===== src/rtl/spi_pkg.sv =====
// Shared types and constants for the SPI transmit arbiter and its transmitter.
// Holds the arbiter state encoding and a one-hot to index helper.
package spi_pkg;

    localparam int SPI_DATA_WIDTH = 8;
    localparam int SPI_NUM_REQ    = 4;
    localparam int SPI_GAP_CYCLES = 4;
    localparam int SPI_MAX_REQ    = 8;

    typedef enum logic [2:0] {
        IDLE,
        ARB,
        LOAD,
        WAIT_BUSY,
        WAIT_DONE,
        GAP
    } arb_state_t;

    // Returns the index of the set bit; the vector is sized for the largest requester count.
    function automatic logic [2:0] onehot_to_idx(input logic [SPI_MAX_REQ-1:0] onehot);
        logic [2:0] idx;
        idx = '0;
        for (int i = 0; i < SPI_MAX_REQ; i++) begin
            if (onehot[i]) begin
                idx = 3'(i);
            end
        end
        return idx;
    endfunction

endpackage


===== src/rtl/spi_tx_arbiter_rr_priority_picker.sv =====
// Combinational rotating-priority picker: first set request at or above ptr, with wrap.
// Tying ptr to zero turns it into a plain lowest-index-wins priority encoder.
module rr_priority_picker
    import spi_pkg::*;
#(
    parameter int P_NUM_REQ = SPI_NUM_REQ
)(
    input  logic [P_NUM_REQ-1:0]         req,
    input  logic [$clog2(P_NUM_REQ)-1:0] ptr,
    output logic [$clog2(P_NUM_REQ)-1:0] winner,
    output logic                         found
);

    localparam int IW = $clog2(P_NUM_REQ);

    logic [P_NUM_REQ-1:0] grant_oh;
    logic [IW:0]          pos_ext;
    logic [IW-1:0]        pos;

    // Walk the requests starting at ptr; pos_ext carries one spare bit so the wrap is a subtract.
    always_comb begin
        grant_oh = '0;
        found    = 1'b0;
        pos_ext  = '0;
        pos      = '0;
        for (int k = 0; k < P_NUM_REQ; k++) begin
            pos_ext = {1'b0, ptr} + (IW+1)'(k);
            if (pos_ext >= (IW+1)'(P_NUM_REQ)) begin
                pos_ext = pos_ext - (IW+1)'(P_NUM_REQ);
            end
            pos = pos_ext[IW-1:0];
            if (!found && req[pos]) begin
                grant_oh[pos] = 1'b1;
                found         = 1'b1;
            end
        end
    end

    assign winner = IW'(onehot_to_idx(SPI_MAX_REQ'(grant_oh)));

endmodule


===== src/rtl/spi_tx_arbiter.sv =====
// Shares one SPI master transmitter between several requesters, one whole burst at a time.
// Define SPI_ARB_FIXED_PRIO_EN for fixed lowest-index priority instead of round-robin.
module spi_tx_arbiter
    import spi_pkg::*;
#(
    parameter int P_DATA_WIDTH = SPI_DATA_WIDTH,
    parameter int P_NUM_REQ    = SPI_NUM_REQ,
    parameter int P_GAP_CYCLES = SPI_GAP_CYCLES
)(
    input  logic                              clk_100,
    input  logic                              s_rst,
    input  logic [P_NUM_REQ-1:0]              req_valid,
    input  logic [P_NUM_REQ*P_DATA_WIDTH-1:0] req_data,
    input  logic [P_NUM_REQ-1:0]              req_last,
    output logic [P_NUM_REQ-1:0]              req_ready,
    output logic                              tx_valid,
    output logic [P_DATA_WIDTH-1:0]           tx_data,
    input  logic                              tx_ready,
    output logic [P_NUM_REQ-1:0]              cs_sel,
    output logic [$clog2(P_NUM_REQ)-1:0]      grant_id,
    output logic                              arb_busy
);

    localparam int IW = $clog2(P_NUM_REQ);

    arb_state_t           state;
    arb_state_t           state_nxt;
    logic [IW-1:0]        rr_ptr;
    logic [IW-1:0]        rr_ptr_nxt;
    logic [IW-1:0]        grant_nxt;
    logic [IW-1:0]        pick_ptr;
    logic [IW-1:0]        pick_idx;
    logic                 pick_found;
    logic [P_NUM_REQ-1:0] cs_nxt;
    logic                 last_q;
    logic                 last_nxt;
    logic [7:0]           gap_cnt;
    logic [7:0]           gap_nxt;

`ifdef SPI_ARB_FIXED_PRIO_EN
    assign pick_ptr = '0;
`else
    assign pick_ptr = rr_ptr;
`endif

    rr_priority_picker #(
        .P_NUM_REQ (P_NUM_REQ)
    ) u_picker (
        .req    (req_valid),
        .ptr    (pick_ptr),
        .winner (pick_idx),
        .found  (pick_found)
    );

    always_ff @(posedge clk_100) begin
        if (s_rst) begin
            state    <= IDLE;
            rr_ptr   <= '0;
            grant_id <= '0;
            cs_sel   <= '0;
            last_q   <= 1'b0;
            gap_cnt  <= '0;
        end else begin
            state    <= state_nxt;
            rr_ptr   <= rr_ptr_nxt;
            grant_id <= grant_nxt;
            cs_sel   <= cs_nxt;
            last_q   <= last_nxt;
            gap_cnt  <= gap_nxt;
        end
    end

    // The handshake outputs exist only in LOAD, so every other state presents zeros to both sides.
    always_comb begin
        state_nxt  = state;
        rr_ptr_nxt = rr_ptr;
        grant_nxt  = grant_id;
        cs_nxt     = cs_sel;
        last_nxt   = last_q;
        gap_nxt    = gap_cnt;
        tx_valid   = 1'b0;
        tx_data    = '0;
        req_ready  = '0;

        case (state)
            IDLE: begin
                if (|req_valid) begin
                    state_nxt = ARB;
                end
            end

            ARB: begin
                cs_nxt = '0;
                if (pick_found) begin
                    grant_nxt        = pick_idx;
                    cs_nxt[pick_idx] = 1'b1;
                    state_nxt        = LOAD;
                end else begin
                    state_nxt = IDLE;
                end
            end

            LOAD: begin
                tx_valid            = req_valid[grant_id];
                req_ready[grant_id] = tx_ready;
                for (int i = 0; i < P_NUM_REQ; i++) begin
                    if (grant_id == IW'(i)) begin
                        tx_data = req_data[i*P_DATA_WIDTH +: P_DATA_WIDTH];
                    end
                end
                if (req_valid[grant_id] && tx_ready) begin
                    last_nxt  = req_last[grant_id];
                    state_nxt = WAIT_BUSY;
                end
            end

            // Ready dropping proves the transmitter took the word before we look for completion.
            WAIT_BUSY: begin
                if (!tx_ready) begin
                    state_nxt = WAIT_DONE;
                end
            end

            WAIT_DONE: begin
                if (tx_ready) begin
                    if (last_q) begin
                        state_nxt = GAP;
                        cs_nxt    = '0;
                        gap_nxt   = '0;
`ifndef SPI_ARB_FIXED_PRIO_EN
                        rr_ptr_nxt = (grant_id == IW'(P_NUM_REQ-1)) ? '0 : grant_id + 1'b1;
`endif
                    end else begin
                        state_nxt = LOAD;
                    end
                end
            end

            GAP: begin
                if (gap_cnt == 8'(P_GAP_CYCLES-1)) begin
                    gap_nxt   = '0;
                    state_nxt = IDLE;
                end else begin
                    gap_nxt = gap_cnt + 8'd1;
                end
            end

            default: begin
                state_nxt = IDLE;
            end
        endcase
    end

    assign arb_busy = (state != IDLE);

endmodule

===== config.mk =====
export PLATFORM = sky130hd
export DESIGN_NAME = spi_tx_arbiter
export DESIGN_NICKNAME = d
export VERILOG_FILES = /design/src/rtl/spi_pkg.sv /design/src/rtl/spi_tx_arbiter_rr_priority_picker.sv /design/src/rtl/spi_tx_arbiter.sv
export SDC_FILE = /design/constraint.sdc
export NUM_CORES = 1
export LEC_CHECK = 0
export BUFFER_PORTS_ARGS = -buffer_cell sky130_fd_sc_hd__buf_2
export CORE_MARGIN = 4
export CORE_UTILIZATION = 45
export CTS_BUF_LIST = sky130_fd_sc_hd__clkbuf_4 sky130_fd_sc_hd__clkbuf_8
export DETAILED_ROUTE_END_ITERATION = 8
export PLACE_DENSITY = 0.74
export SLEW_MARGIN = 25
export SYNTH_ARGS = -nofsm -noshare
export SYNTH_HDL_FRONTEND = slang
export SYNTH_HIERARCHICAL = 1
export SYNTH_SLANG_ARGS = --single-unit

===== constraint.sdc =====
create_clock -name clk_100 -period 6 [get_ports clk_100]
set_input_delay 0.9 -clock clk_100 [delete_from_list [all_inputs] [get_ports clk_100]]
set_output_delay 0.9 -clock clk_100 [all_outputs]
set_load 0.01 [all_outputs]

### After elaboration in Yosys (flattened, before gate mapping)

Cells that the tools add are included.

| cells by class | value |
|---|---|
| muxes and demuxes | 63 |
| $add $sub $neg | 9 |
| bitwise operators | 4 |
| div/mod/pow operators | 0 |
| equal/unequal tests | 15 |
| reductions and logical operators | 25 |
| $mul | 0 |
| magnitude comparators | 16 |
| shift operators | 0 |

Operators with widths:

| cell | number |
|---|---|
| two-way mux 8 bit | 8 |
| two-way mux 4 bit | 8 |
| less-than comparator 2 x 3 -> 1 bit (second input constant) | 6 |
| two-way mux 1 bit | 18 |
| two-way mux 3 bit | 6 |
| one-hot mux 3 bit (6 select lines) | 1 |
| two-way mux 2 bit | 8 |
| one-hot mux 8 bit (2 select lines) | 1 |
| binary-select mux 1 bit (select 2 bit) | 6 |
| demux 1 bit (select 2 bit) | 6 |
| greater-or-equal comparator 2 x 1 -> 1 bit (second input constant) | 6 |
| != test 2 bit (second input constant) | 6 |
| OR 4 bit | 3 |
| logical AND 1 bit | 10 |
| greater-or-equal comparator 3 bit (second input constant) | 3 |
| AND reduction 3 bit | 3 |
| adder 8 x 1 -> 8 bit (second input constant) | 1 |
| equality test 8 x 2 -> 1 bit (second input constant) | 1 |
| one-hot mux 4 bit (2 select lines) | 1 |
| subtractor 2 x 1 -> 2 bit (second input constant) | 4 |
| adder 2 x 2 -> 3 bit (second input constant) | 2 |
| equality test 3 x 2 -> 1 bit (second input constant) | 2 |
| equality test 3 bit (second input constant) | 2 |
| AND reduction 5 bit | 1 |
| other kinds (14) | 19 |

| storage, ports and cells | value |
|---|---|
| bits in read-only memories | 0 |
| input port bits | 43 |
| latch bits | 0 |
| output and inout port bits | 20 |
| memories | 0 |
| register bits | 20 |
| memory bits (writable) | 0 |

### Longest topological paths before layout

Gate-level depths: netlist (run 1).

| logic depth | value |
|---|---|
| depth after elaboration | 23 |
| depth in mapped cells | 10 |
| gate-level depth less buffers | 10 |

### Modules after synthesis

Netlist (run 1), hierarchy kept.

By module, submodules not included:

| module | sequential area each (um^2) | area each (um^2) | times used | cells an instance |
|---|---|---|---|---|
| spi_tx_arbiter | 400.4 | 1461.4 | 1 | 179 |
| rr_priority_picker | 0.0 | 332.8 | 1 | 33 |

### Worst setup path after synthesis (run 1)

Ideal clock, no wire load.

| timing path | value |
|---|---|
| path type | input-to-reg |
| from | input req_valid[2] |
| to | register cs_sel[2] |
| data arrival time | 2.560 ns |
| library setup time | 0.128 ns |
| stages on the path | 7 |
| buffers on the path | 0 |
| slack | 3.312 ns |
| cells stage by stage | mux4_2 -> a221o_1 -> a32o_1 -> o2111ai_1 -> nor2_1 -> a22oi_1 -> nor2_1 |

| between the ends | value |
|---|---|
| longest elaborated chain between the ends | 21 |
| elaborated cells on any way between the ends | 35 |
| those cells by class | order compare: 2; mux: 23; bitwise: 3; reduce/logical: 7 |

RTL lines:

| item | line | source |
|---|---|---|
| start: declaration | spi_tx_arbiter.sv:12 | `input logic [P_NUM_REQ-1:0] req_valid,` |
| binary-select mux 1 bit (select 2 bit) | spi_tx_arbiter_rr_priority_picker.sv:32 | `if (!found && req[pos]) begin` |
| two-way mux 1 bit (not written as such) | spi_tx_arbiter_rr_priority_picker.sv:32 |  |
| two-way mux 1 bit | spi_tx_arbiter_rr_priority_picker.sv:32 |  |
| logical NOT 1 bit | spi_tx_arbiter_rr_priority_picker.sv:32 |  |
| logical AND 1 bit | spi_tx_arbiter_rr_priority_picker.sv:32 |  |
| two-way mux 1 bit | spi_tx_arbiter_rr_priority_picker.sv:32 |  |
| logical NOT 1 bit | spi_tx_arbiter_rr_priority_picker.sv:32 |  |
| logical AND 1 bit | spi_tx_arbiter_rr_priority_picker.sv:32 |  |
| [... 6 more ...] | - |  |
| two-way mux 2 bit * | spi_pkg.sv:24 | `if (onehot[i]) begin` |
| named net pick_idx[0] | spi_tx_arbiter.sv:32 | `logic [IW-1:0] pick_idx;` |
| less-than comparator 2 x 3 -> 1 bit (not written as such) or greater-or-equal comparator 2 x 1 -> 1 bit (tied branches) | spi_tx_arbiter.sv:96 | `cs_nxt[pick_idx] = 1'b1;` |
| logical AND 1 bit (not written as such) | spi_tx_arbiter.sv:96 |  |
| two-way mux 1 bit (not written as such) | spi_tx_arbiter.sv:96 |  |
| demux 1 bit (select 2 bit) * | spi_tx_arbiter.sv:96 |  |
| two-way mux 4 bit * | spi_tx_arbiter.sv:94 | `if (pick_found) begin` |
| one-hot mux 4 bit (2 select lines) * | spi_tx_arbiter.sv:85 | `case (state)` |
| end signal: assignment | spi_tx_arbiter.sv:67 | `cs_sel <= cs_nxt;` |
| end: declaration | spi_tx_arbiter.sv:19 | `output logic [P_NUM_REQ-1:0] cs_sel,` |

The timed path passes the listed nets; every way through them passes the cells marked *. The select of a mux whose other input is x is not followed.
A chain may end at the register's enable or synchronous reset.

### Final worst setup path (run 1)

| timing path | value |
|---|---|
| from | register grant_id[1] |
| to | output tx_data[4] |

| between the ends | value |
|---|---|
| longest elaborated chain between the ends | 6 |
| elaborated cells on any way between the ends | 9 |
| those cells by class | eq/ne: 3; mux: 5; reduce/logical: 1 |

RTL lines:

| item | line | source |
|---|---|---|
| start: declaration | spi_tx_arbiter.sv:20 | `output logic [$clog2(P_NUM_REQ)-1:0] grant_id,` |
| start signal: assignment | spi_tx_arbiter.sv:66 | `grant_id <= grant_nxt;` |
| logical NOT 2 bit | spi_tx_arbiter.sv:107 | `if (grant_id == IW'(i)) begin` |
| two-way mux 8 bit (3 in a row) | spi_tx_arbiter.sv:107 |  |
| two-way mux 8 bit * | spi_tx_arbiter.sv:107 |  |
| two-way mux 8 bit * | spi_tx_arbiter.sv:85 |  |
| end: declaration | spi_tx_arbiter.sv:17 | `output logic [P_DATA_WIDTH-1:0] tx_data,` |

Every way passes the cells marked *; elsewhere a longest branch is shown, timed or not.

==> results of run 1 <==
==> where the power goes <==
group / internal [mW] / leakage, nW / total (mW) / switching (mW)
Combinational: 0.150 / 0.774 / 0.318 / 0.169
Clock: 0.0586 / 0.0288 / 0.106 / 0.0473
Sequential: 0.151 / 0.162 / 0.190 / 0.0392
==> per-stage QoR <==
stage          setup WS (ns)  util [%]  power [mW]
5_1_grt                 2.54      57.5       0.665
2_1_floorplan           3.31         -       0.435
4_1_cts                 2.73      57.5       0.620
3_5_place_dp            3.03      56.0       0.513
3_3_place_gp            3.07      56.0       0.508
6_report                2.74      57.5       0.614
==> flip-flops by register name, summed over array words and instances, names as in the netlist <==
signal / count
pick_ptr: 2
last_q: 1
grant_id: 2
cs_sel: 4
state: 3
gap_cnt: 8
==> cell usage in the layout, fill, tap and decap left out, types with 3 or more instances in the layout <==
master / netlist / layout
nand4_1: 3 / 3
nor3_1: 4 / 4
nor4_1: 3 / 3
xnor2_1: 5 / 5
inv_1: 17 / 17
a22oi_1: 4 / 4
nor2_1: 16 / 16
mux4_2: 3 / 3
nand2b_1: 3 / 3
o21ai_0: 3 / 3
and3_1: 4 / 4
a211o_1: 10 / 10
clkbuf_8: 0 / 4
a21oi_1: 16 / 16
dfxtp_1: 20 / 20
ha_1: 12 / 12
buf_2: 2 / 62
nand3_1: 4 / 4
a221oi_1: 7 / 7
nand2_1: 15 / 15
nor2b_1: 3 / 3
==> synth_stat cells (3+ instances only) <==
cell type	instances
xnor2_1	5
o21ai_0	3
nand2b_1	3
a211o_1	10
nor2_1	16
nand4_1	3
nor2b_1	3
clkbuf_1	7
nand2_1	15
ha_1	12
mux4_2	3
nor3_1	4
and3_1	4
inv_1	17
a22oi_1	4
a21oi_1	16
dfxtp_1	20
a221oi_1	7
nand3_1	4
nor4_1	3
==> area by class of cell <==
class                      count  area (um2)  share of cell area, %
tap                           48        60.1                   2.79
sequential                    20         400                   18.6
timing repair buffer          62         310                   14.4
clock buffer                   4        55.1                   2.56
multi-input combinational    163        1260                   58.7
inverter                      17        63.8                   2.96
==> metal layers <==
| layer | vias to the layer above | global-route usage [%] | part of all wire [%] |
|---|---|---|---|
| met3 | 5 | 4.55 | 8.5 |
| met1 | 812 | 23.9 | 46 |
| li1 | 906 | - | - |
| met4 | 0 | 6.47 | 1.4 |
| met5 | - | 0 | 0 |
| met2 | 63 | 26.9 | 44 |
==> cells by family after synthesis <==
| kind of cell | Yosys count | synth area share, % |
|---|---|---|
| XOR/XNOR | 6 | 2.93 |
| flip-flops | 20 | 22.3 |
| buffers and inverters | 29 | 7.25 |
| AO/OA/AOI/OAI | 57 | 24.3 |
| AND/OR/NAND/NOR | 81 | 27.1 |
| multiplexers | 7 | 7.81 |
| adder cells (fa/ha/maj) | 12 | 8.37 |
==> worst paths after layout <==
kind | to | startpoint | cells after the start | slack, ns
hold reg to reg | cs_sel[3]$_SDFFE_PP0P_ | cs_sel[3]$_SDFFE_PP0P_ | 2 | 0.50
setup / recovery | tx_data[4] | grant_id[1]$_SDFFE_PP0P_ | 7 | 2.74
setup reg to reg | cs_sel[2]$_SDFFE_PP0P_ | pick_ptr[0]$_SDFFE_PP0P_ | 9 | 3.09
hold / removal | cs_sel[3]$_SDFFE_PP0P_ | cs_sel[3]$_SDFFE_PP0P_ | 2 | 0.50
==> worst max-delay path, cell delays in order (launching register included) <==
cell and delay, ns:
dfxtp_1 0.49, inv_1 0.10, ha_1 0.32, nor2b_1 0.42
a221oi_1 0.17, a211o_1 0.30, a21oi_1 0.14, buf_2 0.15
==> metrics.md, run 1 <==
| Metric | Value |
|---|---|
| N_diodes | 0 |
| GPL Wtd Cong | 0.762 |
| Fmax | 0.306 GHz |
| Hold slack | 0.502 ns |
| Largest net degree at the start of global routing | 19 |
| Die area | 0.00506 mm2 |
| Share of post-route cells with drive strength above 1 | 30.8% |
| Ys flop type | dfxtp_1 |
| Die X | 71.1 um |
| Die Ht | 71.1 um |
| Starting density of the core | 47.9% |
| Setup TNS | 0 ns |
| Pwr Density | 285 mW/mm2 |
| Syn. warnings | 6 |
| Startpoint Class | flop |
| Asr flop ratio synth | 0% |
| Post-CTS Setup Bufs | 0 |
| RSZ-0062 raised after global routing | false |
| Fill cell count | 359 |
| Slew headroom | 61.4% |
| Crit path capture type | output pin |
| Crit share post-route | 54.4% |
| Clk_skew | 0.00259 ns |
| Tightest Pin Transition | 0.579 ns |
| Post-cts gate resize count | 0 |
| Iteration-0 DRC count of the detailed router | 73 |
| Area growth from synthesis to layout | 20.0% |
| Port bufs | 62 |
| Setup violators final | 0 |
| Leakage | 0.964 nW |
| Clock period minus worst slack | 3.26 ns |
| Residual DRC count | 0 |
| Worst-path fanout max | 11 |
| Detailed-route vias per instance | 5.69 |
| CP Data Required Time | 5.10 ns |
| DR WL/cell | 14.1 um |
| Root Buffer | clkbuf_8 |
| Via count of the routed design | 1786 |
| EDFF count, synth | 0 |
| Cts bufs inserted | 3 |
| Initial antenna violation count | 0 |
| Max VDD drop | 0.000195 V |
| Detailed Route WL | 4430 um |
| Post-synthesis cell area | 0.00179 mm2 |
| CTS tree | yes |
| CTS HTree Levels | 1 |
| Final hold vios | 0 |
| Synthesized area per cell | 8.46 um2 |
| Share of the synthesized area in the top cell type | 22.3% |
| Post-Synthesis Cells | 212 |
| Status | complete, no violations |
| Final non-filler cell area | 0.00215 mm2 |
| Hold Buf Count CTS | 0 |
| Dpl hpwl | 3410 um |
| Sequential share of the synthesized area | 22.3% |
| Rows | 22 |
| Post-Layout Cell Count | 314 |
| Netlist cell types | 57 |
| Largest area contributor in the netlist | dfxtp_1 |
| Core Area | 0.00374 mm2 |
| Total congestion overflow | 0 |
| # nets final | 322 |
| Synthesized flop and latch total | 20 |
| Tot GR Track Use | 17.7% |
| Crit path kind | flop to output pin |
| Clock transition at the registers of the reported paths | 0.07 ns |
| Synth top area cells | dfxtp_1 (22%), ha_1 (8.4%), a211o_1 (4.9%) |
| Data arrival, critical path | 2.36 ns |
| Min-delay worst type | flop to flop |
| Pins over their slew limit | 0 |
| ANT nets after route | 0 |
| Vias in the first global route | 1641 |
| Max Cap Viol | 0 |
| TritonRoute pass-1 iters | 4 |
| Syn nets | 267 |
| Post-place instance area | 0.00210 mm2 |
| Cells after DPL | 310 |
| IO Count | 63 |
| Clock latency at the later pin of the worst-skew pair | 0.27 ns |
| First-pass GRT wire length | 7410 um |
| Clock Tree Buf Depth | 2 |
| Clock sink total | 20 |
Power figures use the tool's default switching activity.
==> run 2, diff against run 1 <==
--- a/config.mk
+++ b/config.mk
@@ -10,7 +10,7 @@
 export CORE_UTILIZATION = 45
 export CTS_BUF_LIST = sky130_fd_sc_hd__clkbuf_4 sky130_fd_sc_hd__clkbuf_8
 export DETAILED_ROUTE_END_ITERATION = 8
-export PLACE_DENSITY = 0.74
+export PLACE_DENSITY = 0.77
 export SLEW_MARGIN = 25
 export SYNTH_ARGS = -nofsm -noshare
 export SYNTH_HDL_FRONTEND = slang
==> constraint.sdc (replaced) <==
create_clock -name clk_100 -period 2.75 [get_ports clk_100]
set_input_delay 0.4125 -clock clk_100 [delete_from_list [all_inputs] [get_ports clk_100]]
set_output_delay 0.4125 -clock clk_100 [all_outputs]
set_load 0.01 [all_outputs]
==> run 2 against run 1 <==
Via count up 2.2%. Clock power rose to 2.8 times the previous value. Global-route usage about the same. Total power up 130%. Sequential power up 110%. Utilization up 1.3 points. Cell count up 1.3%. First-iteration DRC count up 11%. Critical path type is now flop to flop. Largest cell class unchanged.
==> metrics.md, run 2 (synthesis results as in run 1) <==
| Metric | Value |
|---|---|
| # nets final | 326 (+1.2%) |
| Starting density of the core | 47.9% (unchanged) |
| Detailed Route WL | 4480 um (+1.1%) |
| Switching share of power | 39.5% (-2.0 points) |
| Final hold vios | 0 (unchanged) |
| CTS tree | yes |
| Cts bufs inserted | 3 (unchanged) |
| Crit-path max cell delay | 0.43 ns (-0.06 ns) |
| Clk_skew | 0.00422 ns (+0.00163 ns) |
| Critical-path cell list | inv_1, ha_1, or4b_1, o21ai_0, a32oi_1, o2111ai_1, nor2_1, a22oi_1, nor2_1 |
| CP most frequent cell | nor2_1 |
| Crit share post-route | 92.8% |
| Comb power frac | 50.7% (-1.1 points) |
| Largest delay share family, worst path | compound AO/OA/AOI/OAI gates |
| Pwr Density | 646 mW/mm2 (+130%) |
| Die X | 71.1 um (unchanged) |
| Total congestion overflow | 0 (unchanged) |
| Detailed-route vias per instance | 5.74 (+0.95%) |
| ANT nets after route | 0 (unchanged) |
| Tightest Pin Transition | 0.569 ns (-0.00960 ns) |
| CTS HTree Levels | 1 (unchanged) |
| Tot GR Track Use | 17.7% (about the same) |
| N_diodes | 0 (unchanged) |
| Core Area | 0.00374 mm2 (unchanged) |
| Die area | 0.00506 mm2 (unchanged) |
| Dpl ws | 0.238 ns (-2.79 ns) |
| Crit path capture type | flop |
| Crit path kind | flop to flop |
| Port bufs | 62 (unchanged) |
| First-pass GRT wire length | 7510 um (+1.4%) |
| Max VDD drop | 0.000436 V (+120%) |
| Vias in the first global route | 1669 (+1.7%) |
| Leakage | 0.995 nW (+3.2%) |
| IO Count | 63 (unchanged) |
| Via count of the routed design | 1826 (+2.2%) |
| Post-cts gate resize count | 0 (unchanged) |
| Power Internal | 0.861 mW (+140%) |
| Pins over their slew limit | 0 (unchanged) |
| Fin worst setup slack | 0.199 ns (-2.54 ns) |
| Worst-path fanout max | 5 (-6) |
| Min-delay worst type | flop to flop |
| Share of post-route cells with drive strength above 1 | 32.2% (+1.4 points) |
| Startpoint Class | flop |
| Residual DRC count | 0 (unchanged) |
| Max Cap Viol | 0 (unchanged) |
| Part of the power in registers | 28.5% (-2.5 points) |
| Largest net degree at the start of global routing | 19 (unchanged) |
| Biggest register | gap_cnt |
| Rows | 22 (unchanged) |
| Clock transition at the registers of the reported paths | 0.07 ns (about the same) |
| Hold slack | 0.492 ns (-0.0105 ns) |
| Slew headroom | 62.0% (+0.64 points) |
| Post-Layout Cell Count | 318 (+1.3%) |
| CP Data Required Time | 2.90 ns (-2.20 ns) |
| Cells after DPL | 314 (+1.3%) |
| WP buf/inv | 1 (-1) |
| Clock latency at the later pin of the worst-skew pair | 0.26 ns (about the same) |
| DR WL/cell | 14.1 um (-0.19%) |
| TritonRoute pass-1 iters | 4 (unchanged) |
| Crit-path slowest cell | or4b_1 |
| Die Ht | 71.1 um (unchanged) |
| Most common cell after layout, fill and taps aside | buf_2 |
| Setup TNS | 0 ns (unchanged) |
| Largest registers | gap_cnt (8), cs_sel (4), state (3) |
| Dpl hpwl | 3410 um (-0.13%) |
| Initial antenna violation count | 0 (unchanged) |
| Status | complete, no violations |
| Clock period minus worst slack | 2.55 ns |
| Sw Pwr | 0.561 mW (+120%) |
| Iteration-0 DRC count of the detailed router | 81 (+11%) |
| Clock sink total | 20 (unchanged) |
| Most frequent cells in the layout | buf_2 (62), dfxtp_1 (20), inv_1 (17) |
| Fmax | 0.392 GHz |
| RSZ-0062 raised after global routing | false |
| Root Buffer | clkbuf_8 |
| GPL Wtd Cong | 0.793 (+4.1%) |
| Setup violators final | 0 (unchanged) |
| Clk pwr share | 20.8% (+3.6 points) |
| Area growth from synthesis to layout | 22.7% |
| Hold Buf Count CTS | 0 (unchanged) |
| Clock Tree Buf Depth | 2 (unchanged) |
| Max FFs per register | 8 (unchanged) |
| Data arrival, critical path | 2.70 ns (+0.34 ns) |
| Post-CTS Setup Bufs | 0 (unchanged) |
## run 2: cell types whose count changed in the layout (fill, tap and decap cells not counted)
| cell | before | now |
|---|---|---|
| nor2b_2 | 0 | 1 |
| nor2b_1 | 3 | 2 |
| clkbuf_8 | 4 | 3 |
| buf_4 | 0 | 4 |
| bufinv_16 | 0 | 1 |
## run 2: final timing paths
kind	startpoint	to	slack, ns	cells past startpoint
worst max-delay path	pick_ptr[0]$_SDFFE_PP0P_	cs_sel[2]$_SDFFE_PP0P_	0.20	9
worst min-delay path	cs_sel[3]$_SDFFE_PP0P_	cs_sel[3]$_SDFFE_PP0P_	0.49	2
worst max register to register	pick_ptr[0]$_SDFFE_PP0P_	cs_sel[2]$_SDFFE_PP0P_	0.20	9
worst min register to register	cs_sel[3]$_SDFFE_PP0P_	cs_sel[3]$_SDFFE_PP0P_	0.49	2
## run 2: layout make-up
type	count	area [um2]
inverters	17	63.8
flip-flops and latches	20	400
fillers	330	1540
multi-input cells	163	1270
well taps	48	60.1
repair buffers	66	340
clock inverters	1	30.0
clock buffers	3	41.3
## run 2: power groups by stage
stage | Sequential (mW) | Clock (mW) | Combinational, mW
2_1_floorplan | 0.379 | 0 | 0.571
3_3_place_gp | 0.407 | 0 | 0.709
3_5_place_dp | 0.408 | 0 | 0.719
4_1_cts | 0.402 | 0.300 | 0.722
5_1_grt | 0.414 | 0.314 | 0.811
6_report | 0.405 | 0.295 | 0.721
## run 2: worst reg2reg max path, delay by kind of cell, from the launching register on
kind	cells	cell delay, ns
AND/OR/NAND/NOR	3	0.58
adder cells (fa/ha/maj)	1	0.36
AO/OA/AOI/OAI	4	1.08
buffers and inverters	1	0.09
flip-flops	1	0.34
## run 2: metrics by stage
step | util [%] | power, mW | area [um2]
finish | 58.8 | 1.42 | 2200
global route | 58.8 | 1.54 | 2200
CTS | 58.8 | 1.42 | 2200
detailed placement | 56.9 | 1.13 | 2130
global placement | 56.9 | 1.12 | 2130
floorplan | - | 0.950 | 1790
## run 2: routing by layer
layer  GRT usage, %  up-vias  share of wire, %
li1               -      918                 -
met4           5.43        0              0.83
met5              0        -                 0
met2           28.3       72                44
met3           3.69        4               8.5
met1           23.8      832                47
==> run 3, diff against run 2 <==
--- a/config.mk
+++ b/config.mk
@@ -6,7 +6,7 @@
 export NUM_CORES = 1
 export LEC_CHECK = 0
 export BUFFER_PORTS_ARGS = -buffer_cell sky130_fd_sc_hd__buf_2
-export CORE_MARGIN = 4
+export CORE_MARGIN = 2
 export CORE_UTILIZATION = 45
 export CTS_BUF_LIST = sky130_fd_sc_hd__clkbuf_4 sky130_fd_sc_hd__clkbuf_8
 export DETAILED_ROUTE_END_ITERATION = 8
==> run 3 against run 2 <==
Design area fell by 0.11%. Critical path depth did not move. Largest cell class unchanged. Critical path type unchanged. Count of clock-buffer cells in the layout unchanged. Critical endpoint unchanged. Combinational power decreased by 2%. Largest power group unchanged.
==> metrics.md, run 3 (synthesis results as in run 1) <==
| Metric | Value |
|---|---|
| Biggest register | gap_cnt |
| Setup slack, reg-to-reg | 0.18 ns (-0.02 ns) |
| Clk_skew | 0.00438 ns (+0.000162 ns) |
| Hold Crit Depth | 2 (unchanged) |
| Status | complete, no violations |
| Slew headroom | 61.0% (-1.0 points) |
| WP buf/inv | 1 (unchanged) |
| Clock sink total | 20 (unchanged) |
| Min-delay worst type | input port to flop |
| Setup TNS | 0 ns (unchanged) |
| Initial antenna violation count | 0 (unchanged) |
| Post-CTS Setup Bufs | 0 (unchanged) |
| Clk pwr share | 20.6% (-0.2 points) |
| Dpl hpwl | 3290 um (-3.5%) |
| Most common cell after layout, fill and taps aside | buf_2 |
| Pwr Total | 1.41 mW (-0.83%) |
| Clock latency at the later pin of the worst-skew pair | 0.25 ns (about the same) |
| Worst-path fanout max | 5 (unchanged) |
| Share of post-route cells with drive strength above 1 | 31.9% (-0.37 points) |
| Die X | 67.1 um (-5.6%) |
| Sw Pwr | 0.553 mW (-1.4%) |
| CP most frequent cell | nor2_1 |
| Power Internal | 0.856 mW (-0.47%) |
| Critical-path cell list | inv_1, ha_1, mux4_2, a221o_1, a32o_1, o2111ai_1, nor2_1, a22oi_1, nor2_1 |
| Hold slack | 0.500 ns (+0.00882 ns) |
| Switching share of power | 39.2% (-0.22 points) |
| Crit-path max cell delay | 0.39 ns (-0.04 ns) |
| Core Area | 0.00374 mm2 (unchanged) |
| Total congestion overflow | 0 (unchanged) |
| Rows | 22 (unchanged) |
| Crit share post-route | 93.5% (+0.68 points) |
| Crit path capture type | flop |
| Max VDD drop | 0.000640 V (+47%) |
| Worst Hold End | cs_sel[0]$_SDFFE_PP0P_ |
| Largest net degree at the start of global routing | 19 (unchanged) |
| GPL Wtd Cong | 0.830 (+4.7%) |
| Final non-filler cell area | 0.00220 mm2 (-0.11%) |
| Post-cts gate resize count | 0 (unchanged) |
| Starting density of the core | 47.9% (unchanged) |
| Detailed-route vias per instance | 5.73 (-0.27%) |
| Post-place instance area | 0.00213 mm2 (unchanged) |
| Die Ht | 67.1 um (-5.6%) |
| Final core utilization | 58.8% (-0.067 points) |
| Clock period minus worst slack | 2.57 ns (+0.0186 ns) |
| Hold Crit Start | s_rst |
| Critical R2R Launch | pick_ptr[0]$_SDFFE_PP0P_ |
| Reg2reg path depth | 9 (unchanged) |
| CP Data Required Time | 2.89 ns (about the same) |
| N_diodes | 0 (unchanged) |
| Leakage | 0.993 nW (-0.20%) |
| Die area | 0.00451 mm2 (-11%) |
| Largest delay share family, worst path | compound AO/OA/AOI/OAI gates |
| Max Cap Viol | 0 (unchanged) |
| CTS tree | yes |
| R2r endpoint | cs_sel[2]$_SDFFE_PP0P_ |
| ANT nets after route | 0 (unchanged) |
| Vias in the first global route | 1566 (-6.2%) |
| Fill cell count | 353 (+7.0%) |
| Port bufs | 62 (unchanged) |
| Pins over their slew limit | 0 (unchanged) |
| Clock Tree Buf Depth | 2 (unchanged) |
| Tightest Pin Transition | 0.585 ns (+0.0157 ns) |
| Root Buffer | clkbuf_8 |
| IO Count | 63 (unchanged) |
| Setup violators final | 0 (unchanged) |
| Area growth from synthesis to layout | 22.6% |
| Max FFs per register | 8 (unchanged) |
| Clock transition at the registers of the reported paths | 0.07 ns (about the same) |
| Crit path kind | flop to flop |
| Fmax | 0.389 GHz (-0.73%) |
| Cts bufs inserted | 3 (unchanged) |
| Tot GR Track Use | 19.1% (+1.5 points) |
| Hold Buf Count CTS | 0 (unchanged) |
| Part of the power in registers | 29.4% (+0.9 points) |
| Iteration-0 DRC count of the detailed router | 81 (unchanged) |
| RSZ-0062 raised after global routing | false |
| Via count of the routed design | 1821 (-0.27%) |
| Largest registers | gap_cnt (8), cs_sel (4), state (3) |
| Residual DRC count | 0 (unchanged) |
| Comb power frac | 50.0% (-0.7 points) |
| First-pass GRT wire length | 6820 um (-9.3%) |
| Pwr Density | 641 mW/mm2 (-0.72%) |
| CTS HTree Levels | 1 (unchanged) |
| DR WL/cell | 13.7 um (-2.6%) |
| Detailed Route WL | 4360 um (-2.6%) |
| Final hold vios | 0 (unchanged) |
| TritonRoute pass-1 iters | 4 (unchanged) |
| Data arrival, critical path | 2.71 ns (about the same) |
| Startpoint Class | flop |
| # nets final | 326 (unchanged) |
| Crit-path slowest cell | mux4_2 |
| Most frequent cells in the layout | buf_2 (62), dfxtp_1 (20), inv_1 (17) |
[run 3: cell counts in the layout (fill, tap and decap cells not counted)]
No cell type changed its count.
[run 3: per-layer routing]
layer	up-vias	track usage (%)	routed length, um
met1	821	24.6	1960
met5	-	0	0
met2	76	33.2	2000
met4	0	4.85	54
li1	920	-	-
met3	4	3.33	342
[run 3: cell type report]
class                           count  area [um2]  area share (%)
Sequential cell                    20         400            18.2
Multi-Input combinational cell    163        1260            57.5
Tap cell                           48        60.1            2.73
Inverter                           17        63.8            2.90
Timing Repair Buffer               66         340            15.5
Clock inverter                      1        30.0            1.37
Clock buffer                        3        41.3            1.88
[run 3: worst max-delay path by stage]
stage	from	to	slack, ns	cells past startpoint
floorplan	pick_ptr[0]$_SDFFE_PP0P_	cs_sel[2]$_SDFFE_PP0P_	0.12	9
detailed placement	pick_ptr[0]$_SDFFE_PP0P_	cs_sel[2]$_SDFFE_PP0P_	0.22	9
finish	pick_ptr[0]$_SDFFE_PP0P_	cs_sel[2]$_SDFFE_PP0P_	0.18	9
global route	pick_ptr[1]$_SDFFE_PP0P_	cs_sel[2]$_SDFFE_PP0P_	0.03	9
CTS	grant_id[0]$_SDFFE_PP0P_	tx_data[0]	0.18	7
global placement	pick_ptr[0]$_SDFFE_PP0P_	cs_sel[2]$_SDFFE_PP0P_	0.30	9
[run 3: worst reg2reg max path: cells and delay by family, from the launching register on]
kind	cells	cell delay (ns)
multiplexers	1	0.39
AND/OR/NAND/NOR	2	0.16
buffers and inverters	1	0.08
AO/OA/AOI/OAI	4	1.14
flip-flops	1	0.33
adder cells (fa/ha/maj)	1	0.36
[run 3: power groups by stage]
stage	logic, mW	registers, mW	clock network, mW
after floorplan	0.571	0.379	0
after global placement	0.695	0.414	0
after detailed placement	0.701	0.421	0
after CTS	0.706	0.415	0.298
after global routing	0.777	0.423	0.310
final	0.705	0.415	0.290
[run 3: through the flow]
stage | instances | worst slack, ns
floorplan | 212 | 0.117
global route | 318 | 0.0290
finish | 318 | 0.180
global placement | 314 | 0.297
detailed placement | 314 | 0.222
CTS | 318 | 0.180
